## src/rtl/gray_xs3_decoder_if.sv

```systemverilog
// Handshake bundle for the Gray / excess-3 decoder: an input word channel and a
// decoded-result channel. The decoder uses the slave view; its driver uses the master view.
interface gray_xs3_decoder_if #(
  parameter int WIDTH = 4
);
  logic             in_valid;
  logic             in_ready;
  logic [WIDTH-1:0] in_data;
  logic             in_mode;
  logic             out_valid;
  logic             out_ready;
  logic [WIDTH-1:0] out_data;
  logic             out_err;
  logic             busy;

  modport master (
    output in_valid, in_data, in_mode, out_ready,
    input  in_ready, out_valid, out_data, out_err, busy
  );

  modport slave (
    input  in_valid, in_data, in_mode, out_ready,
    output in_ready, out_valid, out_data, out_err, busy
  );
endinterface

```

## src/rtl/gray_xs3_decoder.sv

```systemverilog
// Iterative decoder: Gray -> binary one bit per cycle (MSB first) or
// excess-3 -> BCD one nibble per cycle (MS nibble first), with valid/ready on both sides.
module gray_xs3_decoder #(
  parameter int WIDTH = 4
) (
  input logic               clk,
  input logic               rst_n,
  gray_xs3_decoder_if.slave bus
);

  localparam int CW = $clog2(WIDTH);
  localparam logic [CW-1:0] GRAY_LAST = CW'(WIDTH - 1);
  localparam logic [CW-1:0] XS3_LAST  = CW'(WIDTH / 4 - 1);

  typedef enum logic [1:0] {IDLE, BUSY, DONE} state_t;

  state_t           state;
  state_t           state_next;
  logic [CW-1:0]    cnt;
  logic [WIDTH-1:0] data_q;
  logic             mode_q;
  logic             run_bit;
  logic [WIDTH-1:0] out_data_q;
  logic             out_err_q;

  logic             accept;
  logic             last_step;
  logic             gray_bit;
  logic [3:0]       nibble;
  logic             nibble_bad;
  logic [3:0]       digit;

  assign accept    = (state == IDLE) && bus.in_valid;
  assign last_step = (state == BUSY) && (cnt == '0);

  // The step counter doubles as the bit index (Gray) or nibble index (excess-3).
  assign gray_bit   = data_q[cnt] ^ run_bit;
  assign nibble     = data_q[{cnt, 2'b00} +: 4];
  assign nibble_bad = (nibble < 4'd3) || (nibble > 4'd12);
  assign digit      = nibble_bad ? 4'hF : (nibble - 4'd3);

  always_ff @(posedge clk or negedge rst_n) begin
    if (!rst_n) begin
      state <= IDLE;
    end else begin
      state <= state_next;
    end
  end

  always_comb begin
    state_next = state;
    case (state)
      IDLE:    if (accept) state_next = BUSY;
      BUSY:    if (last_step) state_next = DONE;
      DONE:    if (bus.out_ready) state_next = IDLE;
      default: state_next = IDLE;
    endcase
  end

  // run_bit carries b[i+1] into the next Gray step; it starts at 0 so b[MSB] = g[MSB].
  always_ff @(posedge clk or negedge rst_n) begin
    if (!rst_n) begin
      cnt        <= '0;
      data_q     <= '0;
      mode_q     <= 1'b0;
      run_bit    <= 1'b0;
      out_data_q <= '0;
      out_err_q  <= 1'b0;
    end else if (accept) begin
      data_q    <= bus.in_data;
      mode_q    <= bus.in_mode;
      cnt       <= bus.in_mode ? XS3_LAST : GRAY_LAST;
      run_bit   <= 1'b0;
      out_err_q <= 1'b0;
    end else if (state == BUSY) begin
      cnt <= cnt - 1'b1;
      if (!mode_q) begin
        out_data_q[cnt] <= gray_bit;
        run_bit         <= gray_bit;
      end else begin
        out_data_q[{cnt, 2'b00} +: 4] <= digit;
        if (nibble_bad) out_err_q <= 1'b1;
      end
    end
  end

  assign bus.in_ready  = (state == IDLE);
  assign bus.out_valid = (state == DONE);
  assign bus.busy      = (state == BUSY);
  assign bus.out_data  = out_data_q;
  assign bus.out_err   = out_err_q;

endmodule

```

## src/flat_wrapper.sv

```systemverilog
// flat-port wrapper written by rule: the top's interface ports become plain ports
module gray_xs3_decoder_flat 
#(
  parameter int WIDTH = 4
)
  (clk, rst_n, bus_in_valid, bus_in_data, bus_in_mode, bus_out_ready, bus_in_ready, bus_out_valid, bus_out_data, bus_out_err, bus_busy);
  gray_xs3_decoder_if #(.WIDTH(WIDTH)) bus_i ();
  input logic clk;
  input logic rst_n;
  input wire logic [$bits(bus_i.in_valid)-1:0] bus_in_valid;
  input wire logic [$bits(bus_i.in_data)-1:0] bus_in_data;
  input wire logic [$bits(bus_i.in_mode)-1:0] bus_in_mode;
  input wire logic [$bits(bus_i.out_ready)-1:0] bus_out_ready;
  output wire logic [$bits(bus_i.in_ready)-1:0] bus_in_ready;
  output wire logic [$bits(bus_i.out_valid)-1:0] bus_out_valid;
  output wire logic [$bits(bus_i.out_data)-1:0] bus_out_data;
  output wire logic [$bits(bus_i.out_err)-1:0] bus_out_err;
  output wire logic [$bits(bus_i.busy)-1:0] bus_busy;
  assign bus_i.in_valid = bus_in_valid;
  assign bus_i.in_data = bus_in_data;
  assign bus_i.in_mode = bus_in_mode;
  assign bus_i.out_ready = bus_out_ready;
  assign bus_in_ready = bus_i.in_ready;
  assign bus_out_valid = bus_i.out_valid;
  assign bus_out_data = bus_i.out_data;
  assign bus_out_err = bus_i.out_err;
  assign bus_busy = bus_i.busy;
  gray_xs3_decoder #(.WIDTH(WIDTH)) u_core (.clk(clk), .rst_n(rst_n), .bus(bus_i));
endmodule
```

## config.mk

```make
export PLATFORM = sky130hd
export DESIGN_NAME = gray_xs3_decoder_flat
export DESIGN_NICKNAME = d
export VERILOG_FILES = /design/src/rtl/gray_xs3_decoder_if.sv /design/src/rtl/gray_xs3_decoder.sv /design/src/flat_wrapper.sv
export SDC_FILE = /design/constraint.sdc
export NUM_CORES = 1
export LEC_CHECK = 0
export BUFFER_PORTS_ARGS = -buffer_cell sky130_fd_sc_hd__buf_2
export CAP_MARGIN = 40
export CORE_AREA = 4 4 48 50
export DETAILED_ROUTE_END_ITERATION = 10
export DIE_AREA = 0 0 52 54
export GPL_ROUTABILITY_DRIVEN = 0
export GPL_TIMING_DRIVEN = 0
export HOLD_SLACK_MARGIN = 0.06
export PLACE_DENSITY = 0.79
export SKIP_CTS_REPAIR_TIMING = 1
export SYNTH_ARGS = -nofsm -noshare
export SYNTH_HDL_FRONTEND = slang
export SYNTH_SLANG_ARGS = --single-unit
export TNS_END_PERCENT = 5
```

## constraint.sdc

```tcl
create_clock -name clk -period 2.35 [get_ports clk]
set_input_delay 0.705 -clock clk [delete_from_list [all_inputs] [get_ports clk]]
set_output_delay 0.705 -clock clk [all_outputs]
set_load 0.1 [all_outputs]
```

-- Word-level counts from Yosys, hierarchy flattened
Cells that the tools add are included.
- bits in registers: 15
- bitwise gates (word level): 2
- $lt $le $gt $ge: 4
- equality and inequality tests: 6
- reductions and logical operators: 13
- shifts and indexed selects: 3
- add/sub/neg operators: 3
- muxes and demuxes: 22
- operators with widths (cell ; number):
    $mux 2 ; 6
    $mux 1 ; 9
    $bwmux 4 ; 2
    $mux 4 ; 2
    $neg 4->6 ; 1
    $pmux 2 s3 ; 1
    $reduce_and 3->1 ; 2
    $reduce_bool 2->1 ; 3
    $shift 4x6->4 const A ; 1
    $shiftx 4x6->4 ; 1
    $shiftx 4x5->4 ; 1
    $gt 4x4->1 const B ; 1
    $logic_not 2->1 ; 2
    $lt 4x2->1 const B ; 1
    $ne 2x1->1 const B ; 2
    $ne 2x2->1 const B ; 2
    $reduce_and 2->1 ; 2
    $sub 4x2->4 const B ; 1
    $logic_and 1x1->1 ; 3
    $lt 2x3->1 const B ; 1
    $bmux 1 s2 ; 1
    $demux 1 s2 ; 1
    $eq 2x1->1 const B ; 1
    $eq 2x2->1 const B ; 1
    other kinds (5) ; 5

-- Depth between registers and ports, before layout
Gate-level depths: netlist of the first run.
- word-level depth: 7
- gate-level depth with buffers: 8
- depth with buffers taken out: 8

-- Worst setup path before layout of the first run
OpenSTA, ideal clock, no wires.
- path type: register -> register
- start point: register u_core.state[1]
- end point: register u_core.data_q[0]
- setup slack: -0.243 ns
- arrival: 2.468 ns
- cell stages (with the launch flop): 5
- required time: 2.225 ns
- clock period less this slack: 2.593 ns
- library setup time: 0.125 ns
- path through: dfrtp_1 -> nor2_1 -> nand2_1 -> clkbuf_1 -> mux2_2
- longest elaborated chain between the ends: 2
- ends and longest elaborated chain (item ; line ; source):
    from (decl) ; gray_xs3_decoder.sv:17 ; state_t state;
    from (signal assigned) ; gray_xs3_decoder.sv:46 ; state <= state_next;
    $logic_not 2->1 ; n/a ;
    via bus_in_ready ; flat_wrapper.sv:14 ; output wire logic [$bits(bus_i.in_ready)-1:0] bus_in_ready;
    $logic_and 1x1->1 ; gray_xs3_decoder.sv:33 ; assign accept = (state == IDLE) && bus.in_valid;
    to (signal assigned) ; gray_xs3_decoder.sv:70 ; data_q <= bus.in_data;
    to (decl) ; gray_xs3_decoder.sv:20 ; logic [WIDTH-1:0] data_q;
The timed path passes the listed nets, and every way through them passes these cells.
A chain may end at the register's enable or synchronous reset.

-- Worst setup path after layout of the first run
- start point: register u_core.state[1]
- end point: output bus_busy
- longest elaborated chain between the ends: 1
- ends and longest elaborated chain (item ; line ; source):
    $eq 2x1->1 ; gray_xs3_decoder.sv:89 ; assign bus.busy = (state == BUSY);
    to (decl) ; flat_wrapper.sv:18 ; output wire logic [$bits(bus_i.busy)-1:0] bus_busy;
Every way passes these cells.

==> qor.yml, run 1 <==
grt_max_degree: 16
grtUsageTotal_pct: 15.75
use_met3_pct: 3.324
antenna_found_initial: 0
synth.most_common_cell: "dfrtp_1"
skew_ns: 0.002129
async_flop_share_pct: 100.0
ys_top_cells_by_area: "dfrtp_1 41%, ha_1 9.7%, mux2_2 7.4%, nor2b_1 3.4%, nand2_1 3.3%"
hold_path_class: "in -> async"
cp.arrival_ns: 1.54
h-tree-depth: 1
pre_cts_ws_ns: 0.1598
min_period_ns: 2.247
synth_ff_type: "dfrtp_1"
end_kind: "output pin"
io_pins: 17
ctsLongestPathBuffers: 2
startpoint_type: "register"
dp.final_hpwl_um: 1461
overflow: 0
finalCritPeriodShare_pct: 95.60
die_h_um: 54
use_met1_pct: 17.06
synth_area_um2: 907.1
grt_pass1_wl_um: 3256
yosysSeqAreaShare_pct: 41.38
status: "completed"
viasPerCell: 5.341
slowest_stage: "dfrtp_1"
max_freq_mhz: 445.1
grt_pass1_vias: 784
wl_per_cell_um: 13.53
synth_edf_count: 0
clock-sinks: 15
cts_root_buffer: "clkbuf_4"
cap_violations: 0
postRouteAntennaNets: 0
cts_tree: "built"
fin_ws_ns: 0.1035
path_class: "reg -> out"
synthToLayoutAreaGrowth_pct: 15.59
max_stage_delay_ns: 0.41
num_antenna_cells: 0
num_vias: 721
path_clk_slew_ns: 0.09
io_buffers: 16
setup_violations: 0
crit_chain: "nand2b_1, inv_2, buf_4"
busiest_layer: "met2"
tns_ns: 0
drtIter0Drc: 14
cts_buffers: 3
grt_setup_unrepaired: "false"
avgSynthCellArea_um2: 10.19
met2_usage_pct: 26.99
synth_common_cells: "15 x dfrtp_1, 8 x nand2_1, 7 x ha_1"
start_util_pct: 47.70
dr.pass1.iters: 4
syn_inst: 89
final_max_slew_viol_count: 0
die_area_um2: 2808
wl_um: 1827
path_max_fanout: 10
die_w_um: 52
nets: 125
ys_seq_elements: 15
yosysTopAreaCellShare_pct: 41.38
ys_warn_count: 0
core_um2: 1902
worst_ep_required_time_ns: 1.64
drive_above_1_share_pct: 27.78
hold_viol_final: 0
max_slew_margin_pct: 67.85
worstMarginPinSlew_ns: 0.4856
num_rows: 16
synth_cell_types: 32
synth_nets: 105
yosysTopAreaCell: "dfrtp_1"
hold_ws_ns: 0.3087
clk_latency_ns: 0.29
drc: 0
-- per-stage QoR --
| step | instance area (µm²) | instances | utilization [%] |
|---|---|---|---|
| floorplan | 909.6 | 89 | - |
| global placement | 1023 | 132 | 53.82 |
| detailed placement | 1023 | 132 | 53.82 |
| CTS | 1050 | 136 | 55.20 |
| global route | 1049 | 135 | 55.13 |
| finish | 1049 | 135 | 55.13 |
-- final timing paths --
kind	from	endpoint	slack (ns)	cells after the start
worst min register to register	u_core.bus.out_data[0]$_DFFE_PN0P_	u_core.bus.out_data[0]$_DFFE_PN0P_	0.50	2
max in group asynchronous	rst_n	u_core.cnt[1]$_DFFE_PN0P_	1.79	1
worst max-delay path	u_core.state[1]$_DFFE_PN0P_	bus_busy	0.10	3
worst max register to register	u_core.cnt[0]$_DFFE_PN0P_	u_core.bus.out_data[2]$_DFFE_PN0P_	0.29	8
worst min-delay path	rst_n	u_core.bus.out_data[3]$_DFFE_PN0P_	0.31	1
min in group clk	u_core.bus.out_data[0]$_DFFE_PN0P_	u_core.bus.out_data[0]$_DFFE_PN0P_	0.50	2
-- flip-flops by register name, summed over array words and instances, names as in the netlist --
signal	cells
u_core.bus.out_err	1
u_core.cnt	2
u_core.mode_q	1
u_core.state	2
u_core.bus.out_data	4
u_core.data_q	4
u_core.run_bit	1
-- worst max-delay path: cells and delay by family, from the launching register on --
family | cells | cell delay (ns)
buffers and inverters | 2 | 0.53
DFF | 1 | 0.41
and+or+nand+nor | 1 | 0.32
-- kinds of logic (layout without fill, tap and decap cells) --
kind of cell    Yosys count  in the layout  share of synthesized area [%]
xor+xnor                  3              3                          2.897
compound gates           18             18                          14.35
buf+inv                   8             27                          3.310
mux                       7              7                          9.930
simple gates             31             31                          18.48
fa+ha+maj                 7              7                          9.655
flops                    15             15                          41.38
-- cells in the final DEF, fill, tap and decap left out, types with 2 or more instances in the layout --
cell | netlist | layout
buf_2 | 0 | 15
dfrtp_1 | 15 | 15
nand2_1 | 8 | 8
ha_1 | 7 | 7
mux2_2 | 6 | 6
inv_1 | 5 | 5
nor2b_1 | 5 | 5
o21ai_0 | 4 | 4
nor2_1 | 4 | 3
nand2b_1 | 3 | 3
nand3_1 | 3 | 3
o221ai_1 | 3 | 3
clkbuf_4 | 0 | 3
and2_1 | 2 | 2
clkbuf_1 | 2 | 2
xor2_1 | 2 | 2
a21oi_1 | 2 | 2
nor4b_1 | 2 | 2
-- layer usage --
layer  vias up  share of wire, %
met5         -                 0
met4         0               3.3
met3         7               3.2
met2        15                51
met1       340                42
li1        359                 -
-- final cells by class --
class                           instances  area, µm²
Buffer                                  1      3.754
Clock buffer                            4      26.28
Fill cell                             173      853.3
Inverter                                6      22.52
Multi-Input combinational cell         66      504.2
Sequential cell                        15      375.4
Tap cell                               27      33.78
Timing Repair Buffer                   16      82.58
Power of run 1 is left out: the tool's default activity adds up to more than one toggle a clock period on the data nets, which glitch-free logic cannot reach.
==> run 2: changes to the inputs <==
Settings changed: CTS_BUF_LIST set to sky130_fd_sc_hd__clkbuf_16.
==> run 2 against run 1 <==
Clock-buffer cell count fell by 1. Maximum frequency rose by 0.23%. Wire length grew 4.2%. Setup slack improved by 0.0051 ns. Critical path depth unchanged. Die area unchanged. First-iteration DRC count down 64%. Final cell count unchanged. Global-route usage up 0.71 points. Non-clock buffer count did not move. Hold slack gained 0.052 ns. Largest cell class unchanged.
==> qor.yml, run 2 (synthesis gave the netlist of run 1 again) <==
die_area_um2: 2808  # unchanged
dr.pass1.iters: 3  # -1
num_vias: 730  # +1.2%
cts_tree: "built"
synthToLayoutAreaGrowth_pct: 21.38
die_h_um: 54  # unchanged
slowest_stage: "dfrtp_1"
grt_pass1_wl_um: 3346  # +2.8%
wl_per_cell_um: 14.10  # +4.2%
path_clk_slew_ns: 0.05  # -0.04 ns
drtIter0Drc: 5  # -9
dp.final_hpwl_um: 1461  # unchanged
ctsLongestPathBuffers: 2  # unchanged
num_rows: 16  # unchanged
fill_cells: 159  # -8.1%
final_cell_mix: "15 x buf_2, 15 x dfrtp_1, 8 x nand2_1"
viasPerCell: 5.407  # +1.2%
drive_above_1_share_pct: 27.78  # unchanged
regToRegSetupSlack_ns: 0.29  # about the same
multi_input_area_um2: 504.2  # unchanged
core_um2: 1902  # unchanged
cp_num_buf_inv: 2  # unchanged
grt_setup_unrepaired: "false"
cts_buffers: 3  # unchanged
end_kind: "output pin"
seq_area_um2: 375.4  # unchanged
cts_root_buffer: "clkbuf_16"
grt_pass1_vias: 782  # -0.26%
max_freq_mhz: 446.1  # +0.23%
startpoint_type: "register"
clk_latency_ns: 0.24  # -0.05 ns
postRouteAntennaNets: 0  # unchanged
wl_um: 1904  # +4.2%
grtUsageTotal_pct: 16.45  # +0.71 points
cp.arrival_ns: 1.54  # about the same
cap_violations: 0  # unchanged
nets: 125  # unchanged
critPathTopFamily: "buffers and inverters"
worst_ep_required_time_ns: 1.64  # about the same
hold_path_class: "in -> async"
antenna_found_initial: 0  # unchanged
die_w_um: 52  # unchanged
min_period_ns: 2.241  # -0.005089 ns
path_max_fanout: 10  # unchanged
hold_ws_ns: 0.3612  # +0.05247 ns
grt_max_degree: 16  # unchanged
status: "completed"
final_max_slew_viol_count: 0  # unchanged
hold_viol_final: 0  # unchanged
overflow: 0  # unchanged
drc: 0  # unchanged
path_class: "reg -> out"
clock-sinks: 15  # unchanged
max_slew_margin_pct: 67.84  # about the same
setup_violations: 0  # unchanged
io_pins: 17  # unchanged
skew_ns: 0.001317  # -0.0008125 ns
finalCritPeriodShare_pct: 95.38  # -0.22 points
max_stage_delay_ns: 0.39  # -0.02 ns
num_antenna_cells: 0  # unchanged
io_buffers: 16  # unchanged
crit_chain: "nand2b_1, inv_2, clkbuf_4"
start_util_pct: 47.70  # unchanged
h-tree-depth: 1  # unchanged
worstMarginPinSlew_ns: 0.4857  # +0.00007308 ns
[run 2: cell types whose count changed in the layout (fill, tap and decap cells not counted), sizes merged]
cell | previous run | this run
buf | 16 | 15
inv | 6 | 7
[run 2: layer usage]
layer | GRT usage (%) | share of wire, % | wire [µm] | up-vias
met5 | 0 | 0 | 0 | -
met4 | 10.92 | 2.8 | 53 | 0
met3 | 3.878 | 3.2 | 60 | 5
met2 | 29.50 | 51 | 973 | 15
met1 | 17.06 | 43 | 817 | 348
li1 | - | - | - | 362
[run 2: final timing paths]
check	start	end	cells after the start
worst min register to register	u_core.bus.out_data[0]$_DFFE_PN0P_	u_core.bus.out_data[0]$_DFFE_PN0P_	2
worst min-delay path	rst_n	u_core.bus.out_data[2]$_DFFE_PN0P_	1
min in group clk	u_core.bus.out_data[0]$_DFFE_PN0P_	u_core.bus.out_data[0]$_DFFE_PN0P_	2
worst max-delay path	u_core.state[1]$_DFFE_PN0P_	bus_busy	3
worst max register to register	u_core.cnt[0]$_DFFE_PN0P_	u_core.bus.out_data[2]$_DFFE_PN0P_	8
max in group asynchronous	rst_n	u_core.data_q[1]$_DFFE_PN0P_	1
[run 2: cell type report]
cell class | instances | area share [%]
Multi-Input combinational cell | 66 | 45.80
Sequential cell | 15 | 34.09
Timing Repair Buffer | 16 | 7.500
Clock buffer | 3 | 6.818
Tap cell | 27 | 3.068
Inverter | 6 | 2.045
Clock inverter | 1 | 0.3409
Buffer | 1 | 0.3409
[run 2: stage by stage]
step | utilization [%] | setup TNS [ns] | std cells | instance area, µm² | worst slack, ns
2_1_floorplan | - | -0.1174 | 89 | 909.6 | -0.1174
3_3_place_gp | 53.82 | 0 | 132 | 1023 | 0.1862
3_5_place_dp | 53.82 | 0 | 132 | 1023 | 0.1598
4_1_cts | 57.96 | -0.1267 | 136 | 1102 | -0.1267
5_1_grt | 57.89 | 0 | 135 | 1101 | 0.04541
6_report | 57.89 | 0 | 135 | 1101 | 0.1086
Power of run 2 is left out for the same reason.
